<file path="config.mk">
export PLATFORM = sky130hd
export DESIGN_NAME = mem_arbiter
export DESIGN_NICKNAME = d
export VERILOG_FILES = /design/src/rtl/mem_arbiter.sv
export SDC_FILE = /design/constraint.sdc
export NUM_CORES = 1
export LEC_CHECK = 0
export ABC_AREA = 1
export CORE_MARGIN = 3
export CORE_UTILIZATION = 25
export CTS_BUF_LIST = sky130_fd_sc_hd__clkbuf_8
export DETAILED_ROUTE_END_ITERATION = 10
export GPL_TIMING_DRIVEN = 0
export PLACE_DENSITY = 0.46
export SETUP_SLACK_MARGIN = 0.5
export SYNTH_ARGS = -nofsm -noshare
export SYNTH_HDL_FRONTEND = slang
export SYNTH_SLANG_ARGS = --single-unit
</file>
<file path="constraint.sdc">
create_clock -name clk -period 4 [get_ports clk]
set_input_delay 0.8 -clock clk [delete_from_list [all_inputs] [get_ports clk]]
set_output_delay 0.8 -clock clk [all_outputs]
set_load 0.05 [all_outputs]
</file>
<file path="src/rtl/mem_arbiter.sv">
// Arbitrates one single-port backing memory between instruction fetch and data access.
// Data has priority; a starvation counter bounds how long fetch can be locked out.
module mem_arbiter #(
    parameter int unsigned STARVE_LIMIT = 4,
    parameter int unsigned TIMEOUT      = 255,
    parameter logic [31:0] ERR_DATA     = 32'hDEADBEEF
) (
    input  logic        clk,
    input  logic        reset,
    input  logic        i_req,
    input  logic [31:0] i_addr,
    output logic        i_ready,
    output logic [31:0] i_rdata,
    input  logic        d_req,
    input  logic        d_we,
    input  logic [31:0] d_addr,
    input  logic [31:0] d_wdata,
    output logic        d_ready,
    output logic [31:0] d_rdata,
    output logic        m_req,
    output logic        m_we,
    output logic [31:0] m_addr,
    output logic [31:0] m_wdata,
    input  logic        m_ack,
    input  logic [31:0] m_rdata,
    output logic        bus_err
);

    localparam logic [1:0] IDLE  = 2'd0;
    localparam logic [1:0] IBUSY = 2'd1;
    localparam logic [1:0] DBUSY = 2'd2;
    localparam logic [1:0] RESP  = 2'd3;

    localparam logic [31:0] STARVE_MAX = 32'(STARVE_LIMIT);
    localparam logic        FAIR_EN    = (STARVE_LIMIT != 0);
    localparam logic        TMO_EN     = (TIMEOUT != 0);
    localparam logic [31:0] TMO_LAST   = TMO_EN ? 32'(TIMEOUT) - 32'd1 : 32'd0;

    function automatic logic [31:0] starve_sat_inc(input logic [31:0] v);
        if (v >= STARVE_MAX)
            return STARVE_MAX;
        return v + 32'd1;
    endfunction

    logic [1:0]  state;
    logic [31:0] starve_cnt;
    logic [31:0] tmo_cnt;
    logic        fetch_starved;
    logic        d_win;
    logic        tmo_hit;

    assign fetch_starved = i_req && FAIR_EN && (starve_cnt == STARVE_MAX);
    assign d_win         = d_req && !fetch_starved;
    assign tmo_hit       = TMO_EN && (tmo_cnt == TMO_LAST);

    always_ff @(posedge clk) begin
        if (reset) begin
            state      <= IDLE;
            starve_cnt <= '0;
            tmo_cnt    <= '0;
            m_req      <= 1'b0;
            m_we       <= 1'b0;
            m_addr     <= '0;
            m_wdata    <= '0;
            i_ready    <= 1'b0;
            i_rdata    <= '0;
            d_ready    <= 1'b0;
            d_rdata    <= '0;
            bus_err    <= 1'b0;
        end else begin
            case (state)
                IDLE: begin
                    if (d_win) begin
                        state      <= DBUSY;
                        m_req      <= 1'b1;
                        m_we       <= d_we;
                        m_addr     <= d_addr;
                        m_wdata    <= d_wdata;
                        starve_cnt <= i_req ? starve_sat_inc(starve_cnt) : '0;
                    end else if (i_req) begin
                        state      <= IBUSY;
                        m_req      <= 1'b1;
                        m_we       <= 1'b0;
                        m_addr     <= i_addr;
                        m_wdata    <= '0;
                        starve_cnt <= '0;
                    end else begin
                        starve_cnt <= '0;
                    end
                end
                IBUSY, DBUSY: begin
                    // A real ack beats a timeout landing in the same cycle.
                    if (m_ack || tmo_hit) begin
                        state   <= RESP;
                        m_req   <= 1'b0;
                        tmo_cnt <= '0;
                        if (!m_ack)
                            bus_err <= 1'b1;
                        if (state == IBUSY) begin
                            i_ready <= 1'b1;
                            i_rdata <= m_ack ? m_rdata : ERR_DATA;
                        end else begin
                            d_ready <= 1'b1;
                            if (!m_we)
                                d_rdata <= m_ack ? m_rdata : ERR_DATA;
                        end
                    end else begin
                        tmo_cnt <= tmo_cnt + 32'd1;
                    end
                end
                RESP: begin
                    // No grant here: the requester uses this edge to retire its request.
                    i_ready <= 1'b0;
                    d_ready <= 1'b0;
                    state   <= IDLE;
                end
                default: state <= IDLE;
            endcase
        end
    end

endmodule

</file>
* After elaboration in Yosys (flattened, before gate mapping) *
Index checks and enable logic that the tools add are counted.
W data, S select, Z words.

storage, ports and cells
  flip-flop bits (word level) = 199
  output and inout port bits = 133
  word-level logic and storage cells = 74

operators by class
  add/subtract/negate cells = 2
  $lt $le $gt $ge = 1
  eq/ne operators = 9
  muxes and demuxes = 30
  bitwise logic cells = 3
  reductions and logical operators = 17

operators with widths
  kind                     number
  $mux W32                 10
  $add A32 B1 Y32 const B  2
  $eq A32 B3 Y1 const B    1
  $eq A32 B8 Y1 const B    1
  $ge A32 B3 Y1 const B    1
  $reduce_and A3 Y1        5
  $mux W1                  13
  $mux W2                  3
  $ne A2 B2 Y1 const B     3
  $pmux W1 S2              3
  $pmux W2 S3              1
  $reduce_bool A2 Y1       3
  $eq A2 B2 Y1 const B     2
  $reduce_and A2 Y1        2
  $reduce_and A4 Y1        1
  $ne A3 B3 Y1 const B     1
  $not A1 Y1               3
  $eq A2 B1 Y1 const B     1
  $logic_and A1 B1 Y1      2
  $logic_not A2 Y1         1
  $reduce_or A2 Y1         1
  $logic_not A1 Y1         1
  $logic_or A1 B1 Y1       1

* Logic depth before layout (Yosys ltp) *
Gate-level depths: netlist of the first run.

  depth after elaboration = 10
  gate-level depth with buffers = 14

* Least setup slack after synthesis of the first run *
No wires, ideal clock.

  path type = reg2reg
  from = reg state[0]
  to = reg tmo_cnt[26]
  setup time = 0.117 ns
  arrival time = 1.779 ns
  data required time = 3.883 ns
  path slack = 2.104 ns
  stages on the path, launching flop included = 15
  buffers on the path = 1
  clock period less this slack = 1.896 ns
  cells stage by stage = dfxtp_1 -> inv_1 -> ha_1 -> clkbuf_2 -> nand2_1 -> nor2_1 -> nand2_1 -> nor2_1 -> nand2_1 -> nor2_1 -> nand2_1 -> nor2_1 -> nand2_1 -> nand2_1 -> nor2_1

between the ends
  cells in the longest elaborated chain, start to end = 2
  elaborated cells on any way between the ends = 3

RTL lines
  element                                       RTL line  RTL
  start, declared                               45        logic [1:0] state;
  start signal, assigned                        58        state <= IDLE;
  start signal, assigned                        74        state <= DBUSY;
  start signal, assigned                        81        state <= IBUSY;
  $eq A2 B1 Y1 or $eq A2 B2 Y1 (tied branches)  71        case (state)
  $reduce_or A2 Y1 (*)                          71
  end signal, assigned                          108       tmo_cnt <= tmo_cnt + 32'd1;
  end, declared                                 47        logic [31:0] tmo_cnt;

Mark *: on every way between the ends. The rest lies on a longest branch, timed or not.
A chain may end at the register's enable or synchronous reset.

* Worst setup path after layout of the first run *
  from = reg m_we
  to = out m_we

RTL lines
  element                 RTL line  RTL
  start, declared         21        output logic m_we,
  start signal, assigned  76        m_we <= d_we;

No word-level cell between the ends.

==> key figures, run 1 <==
Timing
  • Max Slew Vio Count: 0
  • Max Fclk: 394.3 MHz
  • Setup repair after global routing missed its margin: no
  • Total count of hold-check failures in the final report: 0
  • Slew margin rel.: 52.71%
  • Post-route clock period utilization: 63.40%
  • Number of failing setup endpoints in the final timing report: 0
  • Slew at the pin closest to its max-slew limit: 0.7094 ns
  • Setup TNS: 0 ns
  • Skew final: 0.02276 ns
  • Final period demand of the worst path: 2.536 ns

Clock tree
  • Clock root cell: sky130_fd_sc_hd__clkbuf_8
  • TritonCTS Sinks: 199
  • Clock Latency Late Sink: 0.49 ns
  • TritonCTS buffer count: 17
  • H-Tree Depth: 4
  • Worst-path clk slew: 0.11 ns
  • Number of buffers on the longest clock path: 2
  • Resized Gates After CTS: 0
  • Setup bufs post-CTS: 0
  • Clock tree from TritonCTS: done
  • Post-CTS Hold Buffers: 0

Synthesis
  • Number of synthesis warnings: 0
  • Primary flip-flop cell chosen by synthesis mapping: sky130_fd_sc_hd__dfxtp_1
  • Post-synth EDFFs: 0
  • Cells after Synth: 1365
  • Sequential cell area fraction in the yosys report: 44.45%
  • Synthesized Nets: 1507
  • Count of cell types in the netlist: 31
  • Cell area after synthesis: 8962 sq um
  • Proportion of synthesized flip-flops having asynchronous set or reset: 0%
  • Flip-flop and latch count after synthesis: 199
  • Mean instance size in the synthesized netlist: 6.566 sq um

Floorplan
  • Placement Rows: 68
  • Die W: 195.3 um
  • Starting density of the core: 25.63%
  • Die Footprint: 38160 sq um
  • Total core area: 34970 sq um
  • Die outline height: 195.3 um
  • I/O pin cnt: 267

Power and ir drop
  • Power density over cell area: 653.3 nW/um^2
  • Worst supply voltage drop on vdd: 0.3428 mV
  • Overall power of the completed layout: 0.008241 W
  • Leak: 5.494 nW

Job
  • # Max-Cap Violations: 0

Worst setup path
  • Crit Path Max Fanout: 3
  • Crit end category: primary output
  • Sum of buffers and inverters on the critical path: 1
  • Critical path required time: 3.20 ns
  • Crit-path max cell delay: 0.88 ns
  • Arrival time of the worst setup path: 1.74 ns
  • Crit-path slowest cell: sky130_fd_sc_hd__clkdlybuf4s50_1
  • Crit path max-delay family: buffers and inverters
  • Crit start category: flip-flop
  • Kind of critical path: flip-flop to primary output
  • Critical path cell sequence: clkdlybuf4s50_1

Drt
  • DR WL/cell: 14.44 um
  • Post-Route WL: 30560 um
  • DRC violation count after routing: 0
  • Vias/cell: 4.268
  • Via Count: 9031
  • First-pass iteration count of the detailed router: 5
  • Starting DRC count in detailed routing: 429
  • Number of nets with antenna violations after detailed routing: 0

Finish
  • Post-route design area: 12610 sq um
  • Leading cell type in the layout, fill and taps excluded: sky130_fd_sc_hd__nand2_1
  • Number of antenna repair diodes: 0
  • Layout Area Growth over Synthesis: 40.74%
  • Leading cell types in the layout, fill and taps excluded: 387 x sky130_fd_sc_hd__nand2_1, 265 x sky130_fd_sc_hd__nor2_1, 264 x sky130_fd_sc_hd__clkdlybuf4s50_1, 199 x sky130_fd_sc_hd__dfxtp_1, 184 x sky130_fd_sc_hd__inv_1
  • Nets: 1790
  • Fraction of final layout cells with drive strength greater than 1: 4.034%
  • Final cell count without fillers: 2116

Place
  • Routability Congestion: 0.8354
  • Placed inst area: 12170 sq um
  • Post-detail-place hpwl: 23600 um
  • Inst Count DP: 2084
  • Buffers on Ports: 264

Global routing
  • Initial antenna violation count: 1
  • Total congestion overflow: 0
  • Vias in the first global route: 8495
  • Wire length of the first global-routing pass: 47130 um
  • Total global-route track usage: 15.47%
  • Pin count of the biggest net entering global routing: 18

Status
  • Run status: completed

Worst hold path
  • Hold crit path type: flip-flop to flip-flop
## layout make-up
cell class / count / area (sq um)
sequential: 199 / 3984
tap: 455 / 569.3
timing repair buffer: 264 / 2643
buffer: 71 / 322.8
fill: 3861 / 22360
clock inverter: 12 / 163.9
multi-input combinational: 910 / 3961
clock buffer: 20 / 275.3
inverter: 185 / 694.4
## kinds of logic after synthesis
logic type               synth area share (%)
flip-flops                              44.45
AO/OA/AOI/OAI                           6.450
adder cells (fa/ha/maj)                 1.117
XOR/XNOR                                1.075
AND/OR/NAND/NOR                         35.56
buffers and inverters                   11.35
## registers in the layout, summed over array words and instances, names as in the netlist
name and count:
m_wdata 32, i_ready 1, starve_cnt 32, m_req 1, d_ready 1, i_rdata 32, bus_err 1, state 2
tmo_cnt 32, m_we 1, m_addr 32, d_rdata 32
## worst reg2reg max path: stages (launching register included)
cell	delay (ns)
sky130_fd_sc_hd__dfxtp_1	0.40
sky130_fd_sc_hd__inv_1	0.08
sky130_fd_sc_hd__ha_1	0.29
sky130_fd_sc_hd__nor2_1	0.24
sky130_fd_sc_hd__clkbuf_1	0.47
sky130_fd_sc_hd__buf_1	0.48
sky130_fd_sc_hd__nand4_1	0.16
sky130_fd_sc_hd__nand2_1	0.11
sky130_fd_sc_hd__nor2_1	0.04
## layer usage
layer  up-vias  track usage, %  wire length [um]
met5         -               0                13
met4         2           4.067               468
met3        28           5.366              2548
met2       262           24.66             13560
met1      4001           20.03             13970
li1       4738               -                 -
## power by group
group          total, W  switching (W)  internal (W)
sequential      0.00261       0.000222       0.00238
clock           0.00143       0.000756      0.000679
combinational   0.00420        0.00291       0.00129
total           0.00824        0.00389       0.00435
## worst paths after layout
| check | to | depth (start not counted) | from | slack, ns |
|---|---|---|---|---|
| max | m_we | 1 | m_we | 1.46 |
| min | starve_cnt[20] | 2 | starve_cnt[20] | 0.44 |
| max reg2reg | d_rdata[10] | 8 | state[1] | 1.63 |
| min reg2reg | starve_cnt[20] | 2 | starve_cnt[20] | 0.44 |
## cell usage after synthesis, types with 3 or more instances
| cell | count | area share [%] |
|---|---|---|
| sky130_fd_sc_hd__nand2_1 | 387 | 16 |
| sky130_fd_sc_hd__nor2_1 | 265 | 11 |
| sky130_fd_sc_hd__dfxtp_1 | 199 | 44 |
| sky130_fd_sc_hd__inv_1 | 183 | 7.7 |
| sky130_fd_sc_hd__a21oi_1 | 71 | 4.0 |
| sky130_fd_sc_hd__nand3_1 | 53 | 3.0 |
| sky130_fd_sc_hd__nand4_1 | 40 | 2.8 |
| sky130_fd_sc_hd__o21ai_0 | 37 | 2.1 |
| sky130_fd_sc_hd__clkbuf_1 | 31 | 1.3 |
| sky130_fd_sc_hd__buf_2 | 23 | 1.3 |
| sky130_fd_sc_hd__nor3_1 | 17 | 0.95 |
| sky130_fd_sc_hd__buf_1 | 12 | 0.50 |
| sky130_fd_sc_hd__ha_1 | 8 | 1.1 |
| sky130_fd_sc_hd__nor3b_1 | 8 | 0.67 |
| sky130_fd_sc_hd__xor2_1 | 7 | 0.68 |
| sky130_fd_sc_hd__xnor2_1 | 4 | 0.39 |
| sky130_fd_sc_hd__buf_6 | 3 | 0.38 |
## per-stage QoR
stage               worst slack (ns)  hold WS, ns  utilization [%]
floorplan                      2.104       0.4190                -
global placement              0.9295       0.4259            34.81
detailed placement            0.9453       0.4286            34.81
CTS                            1.412       0.4466            36.07
global route                   1.269       0.4548            36.07
finish                         1.464       0.4438            36.07
Power figures use the tool's default switching activity.
==> run 2: changes to the inputs <==
==> constraint.sdc (replaced) <==
create_clock -name clk -period 2.36 [get_ports clk]
set_input_delay 0.472 -clock clk [delete_from_list [all_inputs] [get_ports clk]]
set_output_delay 0.472 -clock clk [all_outputs]
set_load 0.05 [all_outputs]
==> run 2 against run 1 <==
Against the previous run: flip-flop and latch count unchanged; core utilization increased by 2.0 points; sequential share of layout area fell by 1.5 points.
==> key figures, run 2 (same netlist as run 1, synthesis figures left out) <==
Floorplan
  • I/O pin cnt: 267 (unchanged)
  • Die Footprint: 38160 sq um (unchanged)
  • Total core area: 34970 sq um (unchanged)
  • Placement Rows: 68 (unchanged)
  • Starting density of the core: 25.63% (unchanged)
  • Die outline height: 195.3 um (unchanged)
  • Die W: 195.3 um (unchanged)

Timing
  • Max Fclk: 551.4 MHz
  • Smallest setup slack after layout: 0.5465 ns (-0.9174 ns)
  • Setup repair after global routing missed its margin: yes
  • Slew margin rel.: 55.22% (+2.5 points)
  • Final period demand of the worst path: 1.813 ns
  • Total count of hold-check failures in the final report: 0 (unchanged)
  • Worst Hold Slack: 0.3962 ns (-0.04762 ns)
  • Max Slew Vio Count: 0 (unchanged)
  • Slew at the pin closest to its max-slew limit: 0.6717 ns (-0.03772 ns)
  • Skew final: 0.02072 ns (-0.002043 ns)
  • Number of failing setup endpoints in the final timing report: 0 (unchanged)
  • Post-route clock period utilization: 76.84%

Global routing
  • Total global-route track usage: 16.12% (+0.65 points)
  • Wire length of the first global-routing pass: 48950 um (+3.9%)
  • Pin count of the biggest net entering global routing: 18 (unchanged)
  • Initial antenna violation count: 4 (+3)
  • Vias in the first global route: 8753 (+3.0%)
  • Total congestion overflow: 0 (unchanged)

Drt
  • First-pass iteration count of the detailed router: 5 (unchanged)
  • Post-Route WL: 31830 um (+4.2%)
  • Via Count: 9174 (+1.6%)
  • Wire length the detailed router placed on met1: 14280 um (+2.3%)
  • WL met3: 2516 um (-1.3%)
  • Top routing layer in use: met5
  • DRC violation count after routing: 0 (unchanged)
  • DR WL/cell: 14.78 um (+2.4%)
  • Routed length on met2: 14470 um (+6.7%)
  • Starting DRC count in detailed routing: 353 (-18%)
  • Vias/cell: 4.261 (-0.16%)
  • Number of nets with antenna violations after detailed routing: 0 (unchanged)

Worst hold path
  • Hold crit path type: input port to flip-flop
  • Number of instances on the worst hold path: 3 (+1)
  • Start point of the worst min-delay path: i_req
  • End of the worst hold path: starve_cnt[0]

Clock tree
  • Worst-path clk slew: 0.10 ns (about the same)
  • TritonCTS buffer count: 17 (unchanged)
  • H-Tree Depth: 4 (unchanged)
  • Clock tree from TritonCTS: done
  • Clock Latency Late Sink: 0.49 ns (about the same)
  • Number of buffers on the longest clock path: 2 (unchanged)
  • TritonCTS Sinks: 199 (unchanged)
  • Clock root cell: sky130_fd_sc_hd__clkbuf_8
  • Post-CTS Hold Buffers: 0 (unchanged)

Finish
  • Leading cell type in the layout, fill and taps excluded: sky130_fd_sc_hd__nand2_1
  • Post-route design area: 13330 sq um (+5.7%)
  • Leading cell types in the layout, fill and taps excluded: 354 x sky130_fd_sc_hd__nand2_1, 245 x sky130_fd_sc_hd__nor2_1, 184 x sky130_fd_sc_hd__dfxtp_1, 171 x sky130_fd_sc_hd__inv_1, 129 x sky130_fd_sc_hd__clkdlybuf4s50_1
  • Fraction of final layout cells with drive strength greater than 1: 19.62% (+16 points)
  • Core occupancy in the finished layout: 38.11% (+2.0 points)
  • Layout Area Growth over Synthesis: 48.69%
  • Nets: 1827 (+2.1%)

Worst setup path
  • Crit Path Max Fanout: 3 (unchanged)
  • Arrival time of the worst setup path: 1.34 ns (-0.40 ns)
  • Worst r2r path cells: 11 (+3)
  • Crit-path max cell delay: 0.43 ns (-0.45 ns)
  • Destination of the worst register-to-register timing path: tmo_cnt[16]
  • Critical path cell sequence: clkdlybuf4s15_2
  • Crit path max-delay family: flip-flops
  • Reg-to-reg setup timing slack: 0.55 ns (-1.08 ns)
  • Crit start category: flip-flop
  • Kind of critical path: flip-flop to primary output
  • FF-to-FF Start: state[1]
  • Critical path required time: 1.89 ns (-1.31 ns)
  • Crit-path slowest cell: sky130_fd_sc_hd__dfxtp_1
  • Critical Path Source: m_we
  • Sum of buffers and inverters on the critical path: 1 (unchanged)
  • Crit end category: primary output

Power and ir drop
  • Power density over cell area: 1059 nW/um^2 (+62%)
  • Worst supply voltage drop on vdd: 0.4764 mV (+39%)
  • Overall power of the completed layout: 0.01411 W (+71%)
  • Leak: 5.963 nW (+8.5%)

Place
  • Placed inst area: 12180 sq um (about the same)
  • Buffers on Ports: 264 (unchanged)
  • Routability Congestion: 0.8333 (-0.25%)
  • Post-detail-place hpwl: 23790 um (+0.82%)
  • DP Worst Slack: -0.3658 ns (-1.311 ns)

Status
  • Run status: completed

Job
  • # Max-Cap Violations: 0 (unchanged)
-- run 2: changes by cell type in the layout (fill, tap and decap cells not counted), sizes merged, moves of 2 or more --
cell           before  now
clkbuf             52   81
clkinv              3    5
clkdlybuf4s15       0  104
dlymetal6s2s        0    2
buf                39   74
bufinv              3    0
clkdlybuf4s50     264  129
-- run 2: how the worst max path moves through the flow --
stage / cells after the start / end / slack, ns
floorplan: 14 / tmo_cnt[26] / 0.51
global placement: 8 / m_addr[2] / -0.38
detailed placement: 6 / m_wdata[29] / -0.37
CTS: 8 / d_rdata[28] / 0.47
global route: 13 / d_rdata[29] / 0.40
finish: 1 / m_we / 0.55
-- run 2: final cells by class --
| cell class | count | area (sq um) |
|---|---|---|
| fillers | 3778 | 21640 |
| multi-input cells | 910 | 4229 |
| flip-flops and latches | 199 | 4015 |
| repair buffers | 301 | 3007 |
| inverters | 185 | 700.7 |
| well taps | 455 | 569.3 |
| plain buffers | 71 | 457.9 |
| clock buffers | 18 | 247.7 |
| clock inverters | 13 | 97.59 |
| diodes | 1 | 2.502 |
-- run 2: per-layer routing --
layer | track usage, % | vias to the layer above
met2 | 26.39 | 240
met3 | 5.797 | 34
met5 | 0 | -
met4 | 3.935 | 6
li1 | - | 4810
met1 | 20.29 | 4084
-- run 2: timing repair --
item / in CTS / in global routing
endpoints found under the setup margin: 317 / 216
setup buffers: 14 / 19
gates resized for setup: 411 / 164
pin swaps: 7 / 43
gates cloned: 0 / 4
-- run 2: through the flow --
step | TNS [ns] | cells
2_1_floorplan | 0 | 1365
3_3_place_gp | -19.89 | 2084
3_5_place_dp | -19.74 | 2084
4_1_cts | 0 | 2129
5_1_grt | 0 | 2152
6_report | 0 | 2153
-- run 2: worst min-delay path, stage by stage --
cell	delay, ns
sky130_fd_sc_hd__dlymetal6s2s_1	0.19
sky130_fd_sc_hd__nand4_1	0.12
sky130_fd_sc_hd__a21oi_1	0.06
-- run 2: power breakdown --
part / internal (W) / leakage, nW / switching, W
Sequential: 0.00404 / 1.63 / 0.000375
Clock: 0.000769 / 0.180 / 0.00134
Combinational: 0.00243 / 4.15 / 0.00516
==> run 3: changes to the inputs <==
==> constraint.sdc (replaced) <==
create_clock -name clk -period 1.8 [get_ports clk]
set_input_delay 0.36 -clock clk [delete_from_list [all_inputs] [get_ports clk]]
set_output_delay 0.36 -clock clk [all_outputs]
set_load 0.05 [all_outputs]
==> run 3 against run 2 <==
Against the previous run: first-iteration DRC count rose by 14%; largest power group unchanged; wire length rose by 2.7%; final area rose by 13%; hold slack got worse by 0.11 ns; critical endpoint is now tmo_cnt[26]; worst setup slack got worse by 0.53 ns; sequential power rose by 41%; clock power rose by 42%; power rose by 49%.
==> key figures, run 3 (same netlist as run 1, synthesis figures left out) <==
Timing
  • Smallest setup slack after layout: 0.01283 ns (-0.5337 ns)
  • Max Slew Vio Count: 0 (unchanged)
  • Slew margin rel.: 57.39% (+2.2 points)
  • Skew final: 0.01556 ns (-0.005152 ns)
  • Worst Hold Slack: 0.2855 ns (-0.1107 ns)
  • Post-route clock period utilization: 99.29%
  • Setup repair after global routing missed its margin: yes
  • Slew at the pin closest to its max-slew limit: 0.6391 ns (-0.03258 ns)
  • Setup TNS: 0 ns (unchanged)
  • Total count of hold-check failures in the final report: 0 (unchanged)
  • Number of failing setup endpoints in the final timing report: 0 (unchanged)
  • Max Fclk: 559.5 MHz
  • Final period demand of the worst path: 1.787 ns

Global routing
  • Wire length of the first global-routing pass: 48400 um (-1.1%)
  • Pin count of the biggest net entering global routing: 18 (unchanged)
  • Vias in the first global route: 8858 (+1.2%)
  • Total congestion overflow: 0 (unchanged)
  • Total global-route track usage: 15.80% (-0.32 points)
  • Initial antenna violation count: 2 (-2)

Power and ir drop
  • Worst supply voltage drop on vdd: 0.7064 mV (+48%)
  • Power density over cell area: 1399 nW/um^2 (+32%)
  • Overall power of the completed layout: 0.02106 W (+49%)
  • Leak: 6.783 nW (+14%)

Drt
  • Via Count: 9393 (+2.4%)
  • WL met3: 2439 um (-3.1%)
  • DRC violation count after routing: 0 (unchanged)
  • DR WL/cell: 15.06 um (+1.9%)
  • First-pass iteration count of the detailed router: 5 (unchanged)
  • Vias/cell: 4.329 (+1.6%)
  • Top routing layer in use: met5
  • Starting DRC count in detailed routing: 401 (+14%)
  • Number of nets with antenna violations after detailed routing: 0 (unchanged)
  • Post-Route WL: 32680 um (+2.7%)
  • Wire length the detailed router placed on met1: 14610 um (+2.3%)
  • Routed length on met2: 15040 um (+3.9%)

Worst setup path
  • Crit-path slowest cell: sky130_fd_sc_hd__dfxtp_2
  • Critical path required time: 2.23 ns (+0.34 ns)
  • Crit Path Max Fanout: 6 (+3)
  • Sum of buffers and inverters on the critical path: 2 (+1)
  • Critical path cell sequence: inv_2, ha_4, clkbuf_16, nand2_4, nor2_4, nand2_2, nor2_1, nand2_1, nor2_2, nand2_2, o21bai_1, nand2_1, nor2_1
  • Crit end category: flip-flop
  • Arrival time of the worst setup path: 2.22 ns (+0.88 ns)
  • Crit-path max cell delay: 0.35 ns (-0.08 ns)
  • Kind of critical path: flip-flop to flip-flop
  • Crit path max-delay family: simple AND/OR/NAND/NOR gates
  • Crit start category: flip-flop

Clock tree
  • Number of buffers on the longest clock path: 2 (unchanged)
  • Worst-path clk slew: 0.11 ns (about the same)
  • Clock root cell: sky130_fd_sc_hd__clkbuf_8
  • Clock Latency Late Sink: 0.50 ns (about the same)
  • TritonCTS Sinks: 199 (unchanged)
  • H-Tree Depth: 4 (unchanged)
  • Clock tree from TritonCTS: done
  • TritonCTS buffer count: 17 (unchanged)

Finish
  • Fraction of final layout cells with drive strength greater than 1: 34.13% (+15 points)
  • Nets: 1843 (+0.88%)
  • Leading cell types in the layout, fill and taps excluded: 311 x sky130_fd_sc_hd__nand2_1, 240 x sky130_fd_sc_hd__nor2_1, 162 x sky130_fd_sc_hd__inv_1, 132 x sky130_fd_sc_hd__dfxtp_2, 129 x sky130_fd_sc_hd__clkdlybuf4s50_1
  • Layout Area Growth over Synthesis: 68.04%
  • Number of filler cells placed in the layout: 3622 (-4.1%)
  • Leading cell type in the layout, fill and taps excluded: sky130_fd_sc_hd__nand2_1
  • Core occupancy in the finished layout: 43.07% (+5.0 points)

Floorplan
  • I/O pin cnt: 267 (unchanged)
  • Placement Rows: 68 (unchanged)
  • Die outline height: 195.3 um (unchanged)
  • Total core area: 34970 sq um (unchanged)
  • Die W: 195.3 um (unchanged)
  • Starting density of the core: 25.63% (unchanged)
  • Die Footprint: 38160 sq um (unchanged)

Place
  • Buffers on Ports: 264 (unchanged)
  • Routability Congestion: 0.7849 (-5.8%)
  • DP Worst Slack: -0.5602 ns (-0.1944 ns)
  • Post-detail-place hpwl: 23660 um (-0.57%)

Status
  • Run status: completed

Job
  • # Max-Cap Violations: 0 (unchanged)

Worst hold path
  • Hold crit path type: input port to flip-flop
[run 3: worst paths after layout]
check,from,end,cells after the start,slack [ns]
max,state[1],tmo_cnt[26],13,0.01
min,i_req,starve_cnt[2],3,0.29
max reg2reg,state[1],tmo_cnt[26],13,0.01
min reg2reg,starve_cnt[12],starve_cnt[12],2,0.44
[run 3: report_power, final]
| part | internal [W] | switching (W) | total (W) |
|---|---|---|---|
| logic | 0.00469 | 0.00714 | 0.0118 |
| registers | 0.00548 | 0.000764 | 0.00624 |
| clock network | 0.00124 | 0.00175 | 0.00299 |
[run 3: repair_timing]
item	in CTS	in global routing
resized for setup	1048	390
pin swaps	7	64
setup endpoints to repair	327	327
hold buffers	0	0
gates cloned	0	17
buffers inserted	7	29
[run 3: final cells by class]
type	count	area (sq um)	share of cell area [%]
timing repair buffer	314	3826	25.40
sequential	199	4168	27.67
clock inverter	15	153.9	1.022
antenna	1	2.502	0.01662
tap	455	569.3	3.780
clock buffer	17	234.0	1.554
multi-input combinational	913	4812	31.95
inverter	185	700.7	4.652
buffer	71	594.3	3.946
[run 3: tightest hold or removal path, cell delays in order]
cell                             delay, ns
sky130_fd_sc_hd__dlymetal6s2s_1       0.21
sky130_fd_sc_hd__nand4_1              0.12
sky130_fd_sc_hd__a21oi_1              0.05
[run 3: through the flow]
step / area (sq um) / instances
5_1_grt: 15060 / 2170
3_3_place_gp: 12350 / 2084
6_report: 15060 / 2170
4_1_cts: 13500 / 2123
3_5_place_dp: 12350 / 2084
2_1_floorplan: 9136 / 1365
[run 3: per-layer routing]
metal	track usage, %	up-vias
li1	-	4862
met1	20.05	4251
met2	25.28	242
met3	5.590	36
met4	4.727	2
met5	0	-
